**src/rtl/conv_param_calc_if.sv**
```systemverilog
// Handshake and result bundle between the layer geometry calculator and its control unit.
// Carries the optional pad field when CONV_PAD_EN is defined.
interface conv_param_calc_if #(
   parameter int TENSOR_W = 8,
   parameter int KERNEL_W = 4,
   parameter int STRIDE_W = 3
);
   logic                  calc_start;
   logic [TENSOR_W-1:0]   tensor_size;
   logic [KERNEL_W-1:0]   kernel_size;
   logic [STRIDE_W-1:0]   stride;
`ifdef CONV_PAD_EN
   logic [1:0]            pad;
`endif
   logic                  busy;
   logic                  para_done;
   logic                  param_err;
   logic [TENSOR_W-1:0]   n_ofs;
   logic [2*TENSOR_W:0]   n_T_sub_K_div_S2;

   modport master (
`ifdef CONV_PAD_EN
      output pad,
`endif
      output calc_start, tensor_size, kernel_size, stride,
      input  busy, para_done, param_err, n_ofs, n_T_sub_K_div_S2
   );

   modport slave (
`ifdef CONV_PAD_EN
      input  pad,
`endif
      input  calc_start, tensor_size, kernel_size, stride,
      output busy, para_done, param_err, n_ofs, n_T_sub_K_div_S2
   );
endinterface

```
**src/rtl/conv_param_calc.sv**
```systemverilog
// Next-layer geometry: ofs = (T+2P-K)/S via restoring divider, area = (ofs+1)^2.
// CONV_PAD_EN adds the pad input and widens the divider by two bits.
//
// state    | meaning
// ---------+-------------------------------------------------------
// S_IDLE   | waiting for calc_start with enable high
// S_CHECK  | validate geometry, load divider
// S_DIV    | one quotient bit per cycle, MSB first
// S_SQUARE | register ofs and (ofs+1)^2
// S_DONE   | publish results, pulse para_done on the following cycle
module conv_param_calc #(
   parameter int TENSOR_W = 8,
   parameter int KERNEL_W = 4,
   parameter int STRIDE_W = 3
) (
   input  logic              clk,
   input  logic              rstn,
   input  logic              enable,
   conv_param_calc_if.slave  bus
);

`ifdef CONV_PAD_EN
   localparam int DIV_W  = TENSOR_W + 2;
`else
   localparam int DIV_W  = TENSOR_W;
`endif
   localparam int AREA_W = 2*TENSOR_W + 1;
   localparam int CNT_W  = $clog2(DIV_W + 1);

   typedef enum logic [2:0] {
      S_IDLE,
      S_CHECK,
      S_DIV,
      S_SQUARE,
      S_DONE
   } state_t;

   state_t state, state_nxt;

   logic cap_en, load_en, div_en, sq_en, done_en;

   logic [TENSOR_W-1:0] t_q;
   logic [KERNEL_W-1:0] k_q;
   logic [STRIDE_W-1:0] s_q;
`ifdef CONV_PAD_EN
   logic [1:0]          p_q;
`endif

   logic [DIV_W-1:0]    dvd_q;
   logic [DIV_W:0]      rem_q;
   logic [DIV_W-1:0]    quo_q;
   logic [CNT_W-1:0]    cnt_q;
   logic                err_q;
   logic [TENSOR_W-1:0] ofs_q;
   logic [AREA_W-1:0]   area_q;

   logic                para_done_q;
   logic                param_err_q;
   logic [TENSOR_W-1:0] n_ofs_q;
   logic [AREA_W-1:0]   n_area_q;

   logic [DIV_W-1:0]    t_eff;
   logic [DIV_W-1:0]    k_ext;
   logic [DIV_W-1:0]    dividend;
   logic                geom_err;
   logic [DIV_W:0]      div_ext;
   logic [DIV_W:0]      rem_shift;
   logic [DIV_W+1:0]    diff;
   logic                q_bit;
   logic [DIV_W-1:0]    quo_nxt;
   logic [AREA_W-1:0]   ofs_inc;
   logic [AREA_W-1:0]   area_nxt;

   // Geometry check and divider datapath
   always_comb begin
`ifdef CONV_PAD_EN
      t_eff = DIV_W'(t_q) + DIV_W'({p_q, 1'b0});
`else
      t_eff = DIV_W'(t_q);
`endif
      k_ext     = DIV_W'(k_q);
      geom_err  = (k_ext > t_eff) || (s_q == '0);
      dividend  = t_eff - k_ext;
      div_ext   = (DIV_W+1)'(s_q);
      rem_shift = {rem_q[DIV_W-1:0], dvd_q[DIV_W-1]};
      diff      = {1'b0, rem_shift} - {1'b0, div_ext};
      q_bit     = ~diff[DIV_W+1];
      quo_nxt   = {quo_q[DIV_W-2:0], q_bit};
      ofs_inc   = AREA_W'(quo_q[TENSOR_W-1:0]) + AREA_W'(1);
      area_nxt  = ofs_inc * ofs_inc;
   end

   always_ff @(posedge clk) begin
      if (!rstn) state <= S_IDLE;
      else       state <= state_nxt;
   end

   always_comb begin
      state_nxt = state;
      cap_en    = 1'b0;
      load_en   = 1'b0;
      div_en    = 1'b0;
      sq_en     = 1'b0;
      done_en   = 1'b0;
      if (!enable) begin
         state_nxt = S_IDLE;
      end else begin
         case (state)
            S_IDLE: begin
               if (bus.calc_start) begin
                  cap_en    = 1'b1;
                  state_nxt = S_CHECK;
               end
            end
            S_CHECK: begin
               load_en   = 1'b1;
               state_nxt = geom_err ? S_DONE : S_DIV;
            end
            S_DIV: begin
               div_en = 1'b1;
               if (cnt_q == '0) state_nxt = S_SQUARE;
            end
            S_SQUARE: begin
               sq_en     = 1'b1;
               state_nxt = S_DONE;
            end
            S_DONE: begin
               done_en   = 1'b1;
               state_nxt = S_IDLE;
            end
            default: state_nxt = S_IDLE;
         endcase
      end
   end

   always_ff @(posedge clk) begin
      if (!rstn) begin
         t_q         <= '0;
         k_q         <= '0;
         s_q         <= '0;
`ifdef CONV_PAD_EN
         p_q         <= '0;
`endif
         dvd_q       <= '0;
         rem_q       <= '0;
         quo_q       <= '0;
         cnt_q       <= '0;
         err_q       <= 1'b0;
         ofs_q       <= '0;
         area_q      <= '0;
         para_done_q <= 1'b0;
         param_err_q <= 1'b0;
         n_ofs_q     <= '0;
         n_area_q    <= '0;
      end else begin
         para_done_q <= 1'b0;
         if (cap_en) begin
            t_q <= bus.tensor_size;
            k_q <= bus.kernel_size;
            s_q <= bus.stride;
`ifdef CONV_PAD_EN
            p_q <= bus.pad;
`endif
         end
         if (load_en) begin
            err_q <= geom_err;
            if (!geom_err) begin
               dvd_q <= dividend;
               rem_q <= '0;
               quo_q <= '0;
               cnt_q <= CNT_W'(DIV_W - 1);
            end
         end
         if (div_en) begin
            dvd_q <= {dvd_q[DIV_W-2:0], 1'b0};
            rem_q <= q_bit ? diff[DIV_W:0] : rem_shift;
            quo_q <= quo_nxt;
            cnt_q <= cnt_q - CNT_W'(1);
         end
         if (sq_en) begin
            ofs_q  <= quo_q[TENSOR_W-1:0];
            area_q <= area_nxt;
`ifdef CONV_PAD_EN
            // Padding can push the quotient past what n_ofs can represent
            err_q  <= err_q | (|quo_q[DIV_W-1:TENSOR_W]);
`endif
         end
         if (done_en) begin
            para_done_q <= 1'b1;
            param_err_q <= err_q;
            n_ofs_q     <= err_q ? '0 : ofs_q;
            n_area_q    <= err_q ? '0 : area_q;
         end
      end
   end

   assign bus.busy             = (state != S_IDLE) | para_done_q;
   assign bus.para_done        = para_done_q;
   assign bus.param_err        = param_err_q;
   assign bus.n_ofs            = n_ofs_q;
   assign bus.n_T_sub_K_div_S2 = n_area_q;

endmodule

```
**src/flat_wrapper.sv**
```systemverilog
// flat-port wrapper written by rule: the top's interface ports become plain ports
module conv_param_calc_flat 
#(
   parameter int TENSOR_W = 8,
   parameter int KERNEL_W = 4,
   parameter int STRIDE_W = 3
)
  (clk, rstn, enable, bus_calc_start, bus_tensor_size, bus_kernel_size, bus_stride, bus_busy, bus_para_done, bus_param_err, bus_n_ofs, bus_n_T_sub_K_div_S2);
  conv_param_calc_if #(.TENSOR_W(TENSOR_W), .KERNEL_W(KERNEL_W), .STRIDE_W(STRIDE_W)) bus_i ();
  input  logic clk;
  input  logic rstn;
  input  logic enable;
  input wire logic [$bits(bus_i.calc_start)-1:0] bus_calc_start;
  input wire logic [$bits(bus_i.tensor_size)-1:0] bus_tensor_size;
  input wire logic [$bits(bus_i.kernel_size)-1:0] bus_kernel_size;
  input wire logic [$bits(bus_i.stride)-1:0] bus_stride;
  output wire logic [$bits(bus_i.busy)-1:0] bus_busy;
  output wire logic [$bits(bus_i.para_done)-1:0] bus_para_done;
  output wire logic [$bits(bus_i.param_err)-1:0] bus_param_err;
  output wire logic [$bits(bus_i.n_ofs)-1:0] bus_n_ofs;
  output wire logic [$bits(bus_i.n_T_sub_K_div_S2)-1:0] bus_n_T_sub_K_div_S2;
  assign bus_i.calc_start = bus_calc_start;
  assign bus_i.tensor_size = bus_tensor_size;
  assign bus_i.kernel_size = bus_kernel_size;
  assign bus_i.stride = bus_stride;
  assign bus_busy = bus_i.busy;
  assign bus_para_done = bus_i.para_done;
  assign bus_param_err = bus_i.param_err;
  assign bus_n_ofs = bus_i.n_ofs;
  assign bus_n_T_sub_K_div_S2 = bus_i.n_T_sub_K_div_S2;
  conv_param_calc #(.TENSOR_W(TENSOR_W), .KERNEL_W(KERNEL_W), .STRIDE_W(STRIDE_W)) u_core (.clk(clk), .rstn(rstn), .enable(enable), .bus(bus_i));
endmodule
```
**config.mk**
```make
export PLATFORM = sky130hd
export DESIGN_NAME = conv_param_calc_flat
export DESIGN_NICKNAME = d
export VERILOG_FILES = /design/src/rtl/conv_param_calc_if.sv /design/src/rtl/conv_param_calc.sv /design/src/flat_wrapper.sv
export SDC_FILE = /design/constraint.sdc
export NUM_CORES = 1
export LEC_CHECK = 0
export CORE_MARGIN = 2
export CORE_UTILIZATION = 45
export DETAILED_ROUTE_END_ITERATION = 8
export GPL_TIMING_DRIVEN = 0
export HOLD_SLACK_MARGIN = 0.05
export PLACE_DENSITY = 0.62
export SLEW_MARGIN = 15
export SYNTH_ARGS = -nofsm -noshare
export SYNTH_HDL_FRONTEND = slang
export SYNTH_SLANG_ARGS = --single-unit
export TNS_END_PERCENT = 50
```
**constraint.sdc**
```tcl
create_clock -name clk -period 5.6 [get_ports clk]
set_input_delay 0.84 -clock clk [delete_from_list [all_inputs] [get_ports clk]]
set_output_delay 0.84 -clock clk [all_outputs]
set_load 0.1 [all_outputs]
```
Word-level counts from Yosys, hierarchy flattened
Index checks and enable logic that the tools add are counted.
{"block": "totals", "register_bits": 99, "latch_bits": 0, "mem_bits_rw": 0, "mem_bits_ro": 0, "in_bits": 19, "word_cells": 75, "n_memories": 0}
{"block": "classes", "addsub": 4, "mul": 1, "div_mod_pow": 0, "n_lt_le_gt_ge": 1, "eq_ne": 7, "shift": 0, "muxes": 31, "bitwise_logic": 4, "n_reduce_logical": 11}
{"operator": "two-way mux 8 bit", "count": 11}
{"operator": "multiplier 17 x 17 -> 17 bit", "count": 1}
{"operator": "two-way mux 17 bit", "count": 1}
{"operator": "two-way mux 1 bit", "count": 12}
{"operator": "two-way mux 4 bit", "count": 3}
{"operator": "one-hot mux 3 bit (4 select lines)", "count": 1}
{"operator": "subtractor 9 x 3 -> 10 bit", "count": 1}
{"operator": "adder 8 x 1 -> 9 bit (second input constant)", "count": 1}
{"operator": "two-way mux 3 bit", "count": 3}
{"operator": "greater-than comparator 4 x 8 -> 1 bit", "count": 1}
{"operator": "AND reduction 2 bit", "count": 4}
{"operator": "subtractor 8 x 4 -> 8 bit", "count": 1}
{"operator": "== test 3 x 2 -> 1 bit (second input constant)", "count": 2}
{"operator": "logical NOT 3 bit", "count": 2}
{"operator": "logical NOT 4 bit", "count": 1}
{"operator": "inequality test 2 x 1 -> 1 bit (second input constant)", "count": 2}
{"operator": "subtractor 4 x 1 -> 4 bit (second input constant)", "count": 1}
{"operator": "== test 3 x 1 -> 1 bit (second input constant)", "count": 1}
{"operator": "== test 3 bit (second input constant)", "count": 1}
{"operator": "NOT 1 bit", "count": 3}
{"operator": "nonzero test 3 bit", "count": 1}
{"operator": "inequality test 2 bit (second input constant)", "count": 1}
{"operator": "nonzero test 2 bit", "count": 1}
{"operator": "OR reduction 2 bit", "count": 1}
{"operator": "2 further kinds", "count": 2}

Longest topological paths before layout
Gate-level depths: netlist (run 1).
{"block": "logic_depth", "depth_word": 5, "ltp_mapped": 21, "ltp_nobuf": 20}

Worst setup path after synthesis (run 1)
No wires, ideal clock.
{"block": "synth_timing", "path_type": "reg-to-reg", "startpoint": "register u_core.quo_q[1]", "endpoint": "register u_core.area_q[15]", "setup_ns": 0.122, "arrival_time_ns": 4.721, "required_ns": 5.478, "setup_slack_ns": 0.757, "stages_incl_launch_ff": 19, "path_buffers": 0, "cell_sequence": "dfxtp_1 -> ha_1 -> nand3_2 -> nor2_1 -> xnor2_1 -> or2_2 -> inv_1 -> fa_1 -> fa_1 -> fa_1 -> inv_1 -> fa_1 -> inv_1 -> ha_1 -> a2111o_1 -> o21ai_0 -> a31oi_1 -> xnor2_1 -> o21ai_0"}
{"block": "synth_between", "elab_chain_cells": 2}
{"item": "from (decl)", "line_no": "conv_param_calc.sv:51", "text": "logic [DIV_W-1:0] quo_q;"}
{"item": "from (signal assigned)", "line_no": "conv_param_calc.sv:177", "text": "quo_q <= quo_nxt;"}
{"item": "adder 8 x 1 -> 9 bit", "line_no": "conv_param_calc.sv:89", "text": "ofs_inc = AREA_W'(quo_q[TENSOR_W-1:0]) + AREA_W'(1);"}
{"item": "multiplier 17 x 17 -> 17 bit", "line_no": "conv_param_calc.sv:90", "text": "area_nxt = ofs_inc * ofs_inc;"}
{"item": "to (signal assigned)", "line_no": "conv_param_calc.sv:182", "text": "area_q <= area_nxt;"}
{"item": "to (decl)", "line_no": "conv_param_calc.sv:55", "text": "logic [AREA_W-1:0] area_q;"}
Every way passes these cells.
A chain may end at the register's enable or synchronous reset.

Worst setup path in the final report (run 1)
Same ends and word-level chain as after synthesis.

==> results by group, run 1 <==
Status
  • Result of the run: completed

Pwr
  • Cell-internal power: 1.10 mW
  • Peak supply drop: approximately 0.16 mV
  • Share of total power consumed by net switching: 24.3%
  • Reg power frac: a little under 50%
  • Pwr/cell area: 199 nW/um^2
  • Switching power total: 353 uW
  • Combinational cell fraction of total power: ~8.5%
  • Clock share of power: a little over two fifths
  • Leakage power total: a little under 3 nW

Place
  • HPWL Detailed: 11200 um
  • Final GP Congestion: 0.833
  • DP Area: 6960 um^2
  • Place WS: 0.0203 ns
  • Count of buffers from port buffering: 45

Yosys
  • Total of flip-flops plus latches after synthesis: 98
  • Largest area contributor in the synthesized netlist: sky130_fd_sc_hd__dfxtp_1
  • Largest family of logic cells by synthesized area: simple AND/OR/NAND/NOR gates
  • Commonest cells in the synthesized netlist: 98 x sky130_fd_sc_hd__dfxtp_1, 98 x sky130_fd_sc_hd__nand2_1, 89 x sky130_fd_sc_hd__inv_1, 79 x sky130_fd_sc_hd__nor2_1, 75 x sky130_fd_sc_hd__a21oi_1
  • Asr flop ratio synth: 0%
  • Number of enable-type register cells in the synthesized netlist: 0
  • Post-synthesis share of cell area spent on full adders, half adders and majority gates: between 20% and 30%
  • Number of distinct standard cells referenced by the synthesized netlist: 63
  • Prevailing post-synth register cell: sky130_fd_sc_hd__dfxtp_1
  • Largest cells by area after synthesis: sky130_fd_sc_hd__dfxtp_1 31%, sky130_fd_sc_hd__fa_1 12%, sky130_fd_sc_hd__ha_1 8.4%
  • Multiplexer area fraction after synthesis: less than 1%
  • Number of instances in the synthesized netlist: 760
  • Synth Area per Inst: 8.25 um^2
  • Post-synthesis compound-gate area fraction: 13.5%
  • Synth Area in Simple Gates: 21.7%
  • Post-synthesis share of cell area spent on xor and xnor gates: 4.33%
  • Summed instance area of the synthesized netlist: 6270 um^2
  • Area share of the largest cell type after synthesis: 31.3%
  • Sequential fraction of the synthesis area: 31.3%
  • Number of warning messages in the yosys log: 0

Drt
  • Sum of routed wire length over all layers: 14300 um
  • DRC Markers: 0
  • Total via count after detailed routing: 5193
  • Mean routed wirelength per cell: between 10 and 15 um
  • First-pass iteration count of the detailed router: 4
  • DR iter-0 viols: 227
  • Antenna violation net count after detailed routing: 0
  • Via count normalized by instance count: 5.16

Critical path
  • Crit Reg-Reg Endpoint: u_core.area_q[15]
  • Maximum fanout along the worst path: 8
  • Required @ worst endpoint: 5.83 ns
  • Worst Path Arrival: 5.46 ns
  • Critical path start-end classification: reg2reg
  • Setup slack of the most critical reg-to-reg path: 0.38 ns
  • Path depth of the worst reg2reg path: 18
  • Worst flop-to-flop path startpoint: u_core.quo_q[1]
  • Startpoint class of the critical path: flip-flop
  • Critical path capture point type: flip-flop

Finish
  • Final Cell Area: 7310 um^2
  • Proportion of layout cells with a drive suffix above 1: a little over 8%
  • Filler instances: roughly 1300
  • Number of nets at the end of the flow: 920
  • Area added between synthesis and finish: 16.6%
  • Antenna diode instance count: 0

CTS
  • Num CTS Buffers: 9
  • Clock tree from TritonCTS: done
  • Clock sink count: 98
  • Buffers from clock root to sink, at most: 2
  • Clock insertion delay at the later pin of the skew report: around 0.35 ns
  • H-tree lvl count: 3
  • Root Buffer Master: sky130_fd_sc_hd__clkbuf_16
  • Clock-pin slew of the registers on the worst-case setup and hold paths: 0.07 ns

STA
  • Setup violations, final: 0
  • Hold Violations, Final: 0
  • Max Slew Vio Count: 0
  • Final Critical Period: around 5.2 ns
  • Final setup slack of the worst path: ~0.38 ns
  • Actual slew at the worst max-slew pin: 0.990 ns
  • Worst slew margin relative to its limit: 33.8%
  • Post-route setup TNS: 0 ns
  • Unrepaired setup endpoints after global routing: true
  • Worst clock skew on the final layout: 0.00859 ns
  • Fmax: 191 MHz
  • Fin crit share: 93.3%

Global routing
  • Largest net degree at the start of global routing: 17
  • Antenna violations before repair: 0
  • Vias in the first global route: ~5200
  • First-pass GRT wire length: about 24000 um
  • Overall overflow remaining after global route: 0
  • Overall track demand over capacity in global routing: around 20%

Worst hold path
  • Class of the tightest hold or removal check: reg2reg
  • HP Start: u_core.area_q[6]
  • Hold Path Stages: 2
  • Hold-critical path endpoint: u_core.area_q[6]

Job
  • Max Cap Violations: 0

Die
  • Core footprint: roughly 14000 um^2
  • Starting density of the core: 45.7%
  • Chip Width: 122 um
  • Die Footprint: 14900 um^2
  • Die height: 122 um
  • Number of placement rows: 43
  • Top-level port count: between 40 and 50
[critical path: stages (launching register included)]
cell	delay (ns)
sky130_fd_sc_hd__dfxtp_2	0.43
sky130_fd_sc_hd__ha_1	0.23
sky130_fd_sc_hd__nand3_2	0.15
sky130_fd_sc_hd__nor2_2	0.15
sky130_fd_sc_hd__xnor2_2	0.16
sky130_fd_sc_hd__or2_2	0.35
sky130_fd_sc_hd__inv_1	0.07
sky130_fd_sc_hd__fa_1	0.43
sky130_fd_sc_hd__fa_1	0.52
sky130_fd_sc_hd__fa_1	0.54
sky130_fd_sc_hd__inv_1	0.05
sky130_fd_sc_hd__fa_1	0.54
sky130_fd_sc_hd__inv_1	0.05
sky130_fd_sc_hd__ha_1	0.38
sky130_fd_sc_hd__a2111o_1	0.41
sky130_fd_sc_hd__o21ai_1	0.21
sky130_fd_sc_hd__a31oi_1	0.14
sky130_fd_sc_hd__xnor2_1	0.18
sky130_fd_sc_hd__o21ai_0	0.10
[kinds of logic (layout without fill, tap and decap cells)]
group | after synthesis | after routing
buffers and inverters | 127 | 189
DFF | 98 | 98
AOI/OAI and AO/OA | 143 | 143
other | 1 | 5
adders and majority gates | 79 | 79
and+or+nand+nor | 277 | 277
muxes | 4 | 4
xor gates and xnor gates | 31 | 31
[power groups by stage]
stage / Clock [mW] / Sequential [mW] / Combinational (mW)
after detailed placement: 0 / 0.726 / 0.123
after global routing: 0.660 / 0.711 / 0.138
after floorplan: 0 / 0.725 / 0.0849
after global placement: 0 / 0.726 / 0.119
final: 0.619 / 0.710 / 0.124
after CTS: 0.629 / 0.710 / 0.124
[state kept, by name, summed over array words and instances, names as in the netlist]
register	flops
u_core.area_q	16
u_core.rem_q	8
u_core.s_q	3
u_core.k_q	4
u_core.cnt_q	4
u_core.bus.para_done	1
u_core.t_eff	8
u_core.dvd_q	8
u_core.bus.n_T_sub_K_div_S2	17
u_core.err_q	1
u_core.ofs_q	8
u_core.state	3
u_core.quo_q	8
u_core.bus.param_err	1
u_core.bus.n_ofs	8
[final cells by class]
class	instances	area (um^2)	area share, %
clock inverters	5	65.1	0.890
flip-flops and latches	98	1960	26.9
repair buffers	47	465	6.37
multi-input cells	539	3840	52.6
inverters	90	338	4.62
plain buffers	37	179	2.45
clock buffers	10	229	3.13
well taps	180	225	3.08
[worst max path at each step]
stage | cells after the start | start | end | slack, ns
CTS | 17 | u_core.quo_q[1] | u_core.area_q[15] | 0.004
global placement | 19 | u_core.quo_q[0] | u_core.area_q[15] | 0.02
global route | 20 | u_core.quo_q[1] | u_core.area_q[16] | 0.007
finish | 18 | u_core.quo_q[1] | u_core.area_q[15] | 0.38
detailed placement | 17 | u_core.quo_q[1] | u_core.area_q[15] | 0.02
floorplan | 18 | u_core.quo_q[1] | u_core.area_q[15] | 0.76
[per-stage QoR]
step / total power [mW] / utilization (%) / cells / hold slack, ns
after floorplan: 0.810 / - / 764 / 0.427
after global placement: 0.845 / 50.7 / 989 / 0.439
after detailed placement: 0.849 / 50.7 / 989 / 0.445
after CTS: 1.46 / 52.9 / 1004 / 0.457
after global routing: 1.51 / 53.3 / 1006 / 0.475
final: 1.45 / 53.3 / 1006 / 0.457
[metal layers]
| layer | wire length (um) | global-route usage [%] | vias up |
|---|---|---|---|
| li1 | - | - | 2608 |
| met1 | 6500 | 25.7 | 2489 |
| met2 | 7020 | 36.0 | 81 |
| met3 | 560 | 3.75 | 15 |
| met4 | 194 | 5.46 | 0 |
| met5 | 0 | 0 | - |
[placed cells by master (no fill, tap or decap), types with 4 or more instances in the layout]
master / instances
sky130_fd_sc_hd__a211oi_1: 6
sky130_fd_sc_hd__a21oi_1: 74
sky130_fd_sc_hd__a21oi_2: 8
sky130_fd_sc_hd__buf_2: 8
sky130_fd_sc_hd__buf_4: 4
sky130_fd_sc_hd__clkbuf_1: 24
sky130_fd_sc_hd__clkbuf_16: 9
sky130_fd_sc_hd__clkdlybuf4s50_1: 45
sky130_fd_sc_hd__conb_1: 5
sky130_fd_sc_hd__dfxtp_1: 97
sky130_fd_sc_hd__fa_1: 37
sky130_fd_sc_hd__ha_1: 41
sky130_fd_sc_hd__inv_1: 89
sky130_fd_sc_hd__nand2_1: 98
sky130_fd_sc_hd__nand2_2: 4
sky130_fd_sc_hd__nand2b_1: 5
sky130_fd_sc_hd__nand3_1: 22
sky130_fd_sc_hd__nor2_1: 78
sky130_fd_sc_hd__nor2b_1: 5
sky130_fd_sc_hd__nor3_1: 7
sky130_fd_sc_hd__nor3b_1: 25
sky130_fd_sc_hd__o211ai_1: 4
sky130_fd_sc_hd__o21ai_0: 27
sky130_fd_sc_hd__or2_2: 6
sky130_fd_sc_hd__xnor2_1: 19
sky130_fd_sc_hd__xor2_1: 9
[repair_timing]
item	4_1_cts	5_1_grt
hold buffers	0	0
resized for setup	0	10
setup buffers	0	2
endpoints found under the setup margin	0	6
No activity file was read; power rests on OpenSTA's default activity.
==> run 2: changes to the inputs <==
--- a/config.mk
+++ b/config.mk
@@ -7,6 +7,7 @@
 export LEC_CHECK = 0
 export CORE_MARGIN = 2
 export CORE_UTILIZATION = 45
+export CTS_CLUSTER_DIAMETER = 120
 export DETAILED_ROUTE_END_ITERATION = 8
 export GPL_TIMING_DRIVEN = 0
 export HOLD_SLACK_MARGIN = 0.05
==> results of run 2 <==
Same layout as run 1: the final DEF is identical, and so are final timing and power.
==> run 3: changes to the inputs <==
--- a/config.mk
+++ b/config.mk
@@ -6,12 +6,12 @@
 export NUM_CORES = 1
 export LEC_CHECK = 0
 export CORE_MARGIN = 2
-export CORE_UTILIZATION = 45
+export CORE_UTILIZATION = 50
 export CTS_CLUSTER_DIAMETER = 120
 export DETAILED_ROUTE_END_ITERATION = 8
 export GPL_TIMING_DRIVEN = 0
-export HOLD_SLACK_MARGIN = 0.05
-export PLACE_DENSITY = 0.62
+export HOLD_SLACK_MARGIN = 0.03
+export PLACE_DENSITY = 0.68
 export SLEW_MARGIN = 15
 export SYNTH_ARGS = -nofsm -noshare
 export SYNTH_HDL_FRONTEND = slang
==> results by group, run 3 (synthesis gave the netlist of run 1 again) <==
Finish
  • Flip-flop count of the largest register, all copies and words added: 17
  • Number of standard cells in the layout, taps in and fillers out: slightly below 1000
  • Area added between synthesis and finish: 15.9%
  • Final Cell Area: around 7300 um^2
  • Commonest cells after routing, fill and taps aside: 98 x sky130_fd_sc_hd__nand2_1, 97 x sky130_fd_sc_hd__dfxtp_1, 89 x sky130_fd_sc_hd__inv_1, 78 x sky130_fd_sc_hd__nor2_1, 74 x sky130_fd_sc_hd__a21oi_1
  • Multi-input combinational cell area: 3840 um^2
  • Filler instances: ~1100
  • Proportion of layout cells with a drive suffix above 1: 8.00%
  • Register area: ~2000 um^2
  • Number of nets at the end of the flow: 918
  • Most frequent standard cell in the layout excluding fill and tap cells: sky130_fd_sc_hd__nand2_1
  • Antenna diode instance count: 0

Critical path
  • Setup slack of the most critical reg-to-reg path: between 0.2 and 0.3 ns
  • Worst Path Arrival: approximately 5.6 ns
  • Critical path capture point type: flip-flop
  • Startpoint class of the critical path: flip-flop
  • Critical path start-end classification: reg2reg
  • Worst setup path start: u_core.quo_q[0]
  • Worst flop-to-flop path startpoint: u_core.quo_q[0]
  • Crit Reg-Reg Endpoint: u_core.area_q[15]
  • Required @ worst endpoint: 5.83 ns
  • Maximum fanout along the worst path: 10
  • Capture point of the critical path: u_core.area_q[15]
  • Path depth of the worst reg2reg path: 19

Die
  • Number of placement rows: 40
  • Starting density of the core: 51.7%
  • Top-level port count: 47
  • Chip Width: 116 um
  • Core footprint: 12100 um^2
  • Die height: 116 um
  • Die Footprint: 13400 um^2

Place
  • Cell count after placement: 977
  • HPWL Detailed: between 10000 and 15000 um
  • Count of buffers from port buffering: 45
  • DP Area: 6940 um^2
  • Final GP Congestion: 0.817
  • Place WS: -0.0721 ns

STA
  • Worst slew margin relative to its limit: 34.8%
  • Final Critical Period: 5.33 ns
  • Fin crit share: 95.2%
  • Worst clock skew on the final layout: approximately 0.0095 ns
  • Hold Violations, Final: 0
  • Setup violations, final: 0
  • Unrepaired setup endpoints after global routing: false
  • Post-route setup TNS: 0 ns
  • Final setup slack of the worst path: 0.266 ns
  • Max Slew Vio Count: 0
  • Fmax: 187 MHz
  • Actual slew at the worst max-slew pin: 0.974 ns

CTS
  • Clock sink count: 98
  • Num CTS Buffers: 9
  • Buffers from clock root to sink, at most: 2
  • Clock-pin slew of the registers on the worst-case setup and hold paths: 0.07 ns
  • H-tree lvl count: 3
  • Clock insertion delay at the later pin of the skew report: 0.35 ns
  • Setup fix buffers added after clock tree synthesis: 0
  • Clock tree from TritonCTS: done
  • Root Buffer Master: sky130_fd_sc_hd__clkbuf_16

Drt
  • Mean routed wirelength per cell: roughly 15 um
  • Antenna violation net count after detailed routing: 0
  • Total via count after detailed routing: 5276
  • DRC Markers: 0
  • Sum of routed wire length over all layers: 14400 um
  • Via count normalized by instance count: 5.31
  • First-pass iteration count of the detailed router: 5
  • DR iter-0 viols: 324

Pwr
  • Overall power: 1.42 mW
  • Pwr/cell area: around 200 nW/um^2
  • Peak supply drop: 0.195 mV
  • Leakage power total: slightly below 3 nW

Global routing
  • Overall overflow remaining after global route: 0
  • Largest net degree at the start of global routing: 17
  • Overall track demand over capacity in global routing: roughly 23%
  • First-pass GRT wire length: 24200 um
  • Antenna violations before repair: 0
  • Vias in the first global route: 5267

Status
  • Result of the run: completed

Worst hold path
  • Class of the tightest hold or removal check: reg2reg

Job
  • Max Cap Violations: 0
==> run 3: worst max-delay path, stage by stage (launching register included) <==
cell and delay [ns]:
sky130_fd_sc_hd__dfxtp_1 0.40, sky130_fd_sc_hd__clkbuf_4 0.26, sky130_fd_sc_hd__nand3_1 0.13, sky130_fd_sc_hd__xnor2_2 0.29, sky130_fd_sc_hd__inv_1 0.21, sky130_fd_sc_hd__nor2_1 0.25
sky130_fd_sc_hd__inv_1 0.09, sky130_fd_sc_hd__fa_1 0.36, sky130_fd_sc_hd__inv_1 0.08, sky130_fd_sc_hd__fa_1 0.45, sky130_fd_sc_hd__fa_1 0.54, sky130_fd_sc_hd__inv_1 0.05
sky130_fd_sc_hd__fa_1 0.54, sky130_fd_sc_hd__inv_1 0.05, sky130_fd_sc_hd__ha_1 0.39, sky130_fd_sc_hd__a2111o_1 0.41, sky130_fd_sc_hd__o21ai_1 0.23, sky130_fd_sc_hd__a31oi_1 0.15
sky130_fd_sc_hd__xnor2_1 0.21, sky130_fd_sc_hd__o21ai_0 0.11
==> run 3: timing repair <==
item	CTS	global route
hold buffers	0	0
setup endpoints to repair	2	5
resized for setup	3	7
==> run 3: per-stage QoR <==
| stage | hold WS, ns | util (%) |
|---|---|---|
| 3_3_place_gp | 0.440 | 57.3 |
| 2_1_floorplan | 0.427 | - |
| 5_1_grt | 0.469 | 60.0 |
| 3_5_place_dp | 0.443 | 57.3 |
| 6_report | 0.454 | 60.0 |
| 4_1_cts | 0.452 | 59.8 |
==> run 3: worst min-delay path by stage <==
stage	start	slack (ns)	depth (start not counted)	end
after floorplan	u_core.area_q[6]	0.43	2	u_core.area_q[6]
after global placement	u_core.area_q[6]	0.44	2	u_core.area_q[6]
after detailed placement	u_core.ofs_q[1]	0.44	2	u_core.ofs_q[1]
after CTS	u_core.ofs_q[1]	0.45	2	u_core.ofs_q[1]
after global routing	u_core.ofs_q[0]	0.47	2	u_core.ofs_q[0]
final	u_core.area_q[6]	0.45	2	u_core.area_q[6]
==> run 3: layout make-up <==
class / count / share of cell area, %
Buffer: 37 / 2.46
Clock buffer: 11 / 3.34
Sequential cell: 98 / 27.0
Tap cell: 168 / 2.89
Timing Repair Buffer: 45 / 6.20
Clock inverter: 5 / 0.517
Multi-Input combinational cell: 539 / 52.9
Inverter: 90 / 4.65
==> run 3: power breakdown <==
part	internal, mW	leakage (nW)	switching (mW)	total (mW)
clock	0.315	0.132	0.268	0.583
sequential	0.704	0.791	0.00651	0.710
combinational	0.0488	1.98	0.0741	0.123
total	1.07	2.90	0.349	1.42
==> run 3: layer usage <==
| metal | routed length [um] | global-route usage, % | vias up |
|---|---|---|---|
| li1 | - | - | 2606 |
| met1 | 6470 | 28.5 | 2541 |
| met2 | 7260 | 40.1 | 108 |
| met3 | 483 | 3.87 | 21 |
| met4 | 204 | 6.83 | 0 |
| met5 | 0 | 0 | - |
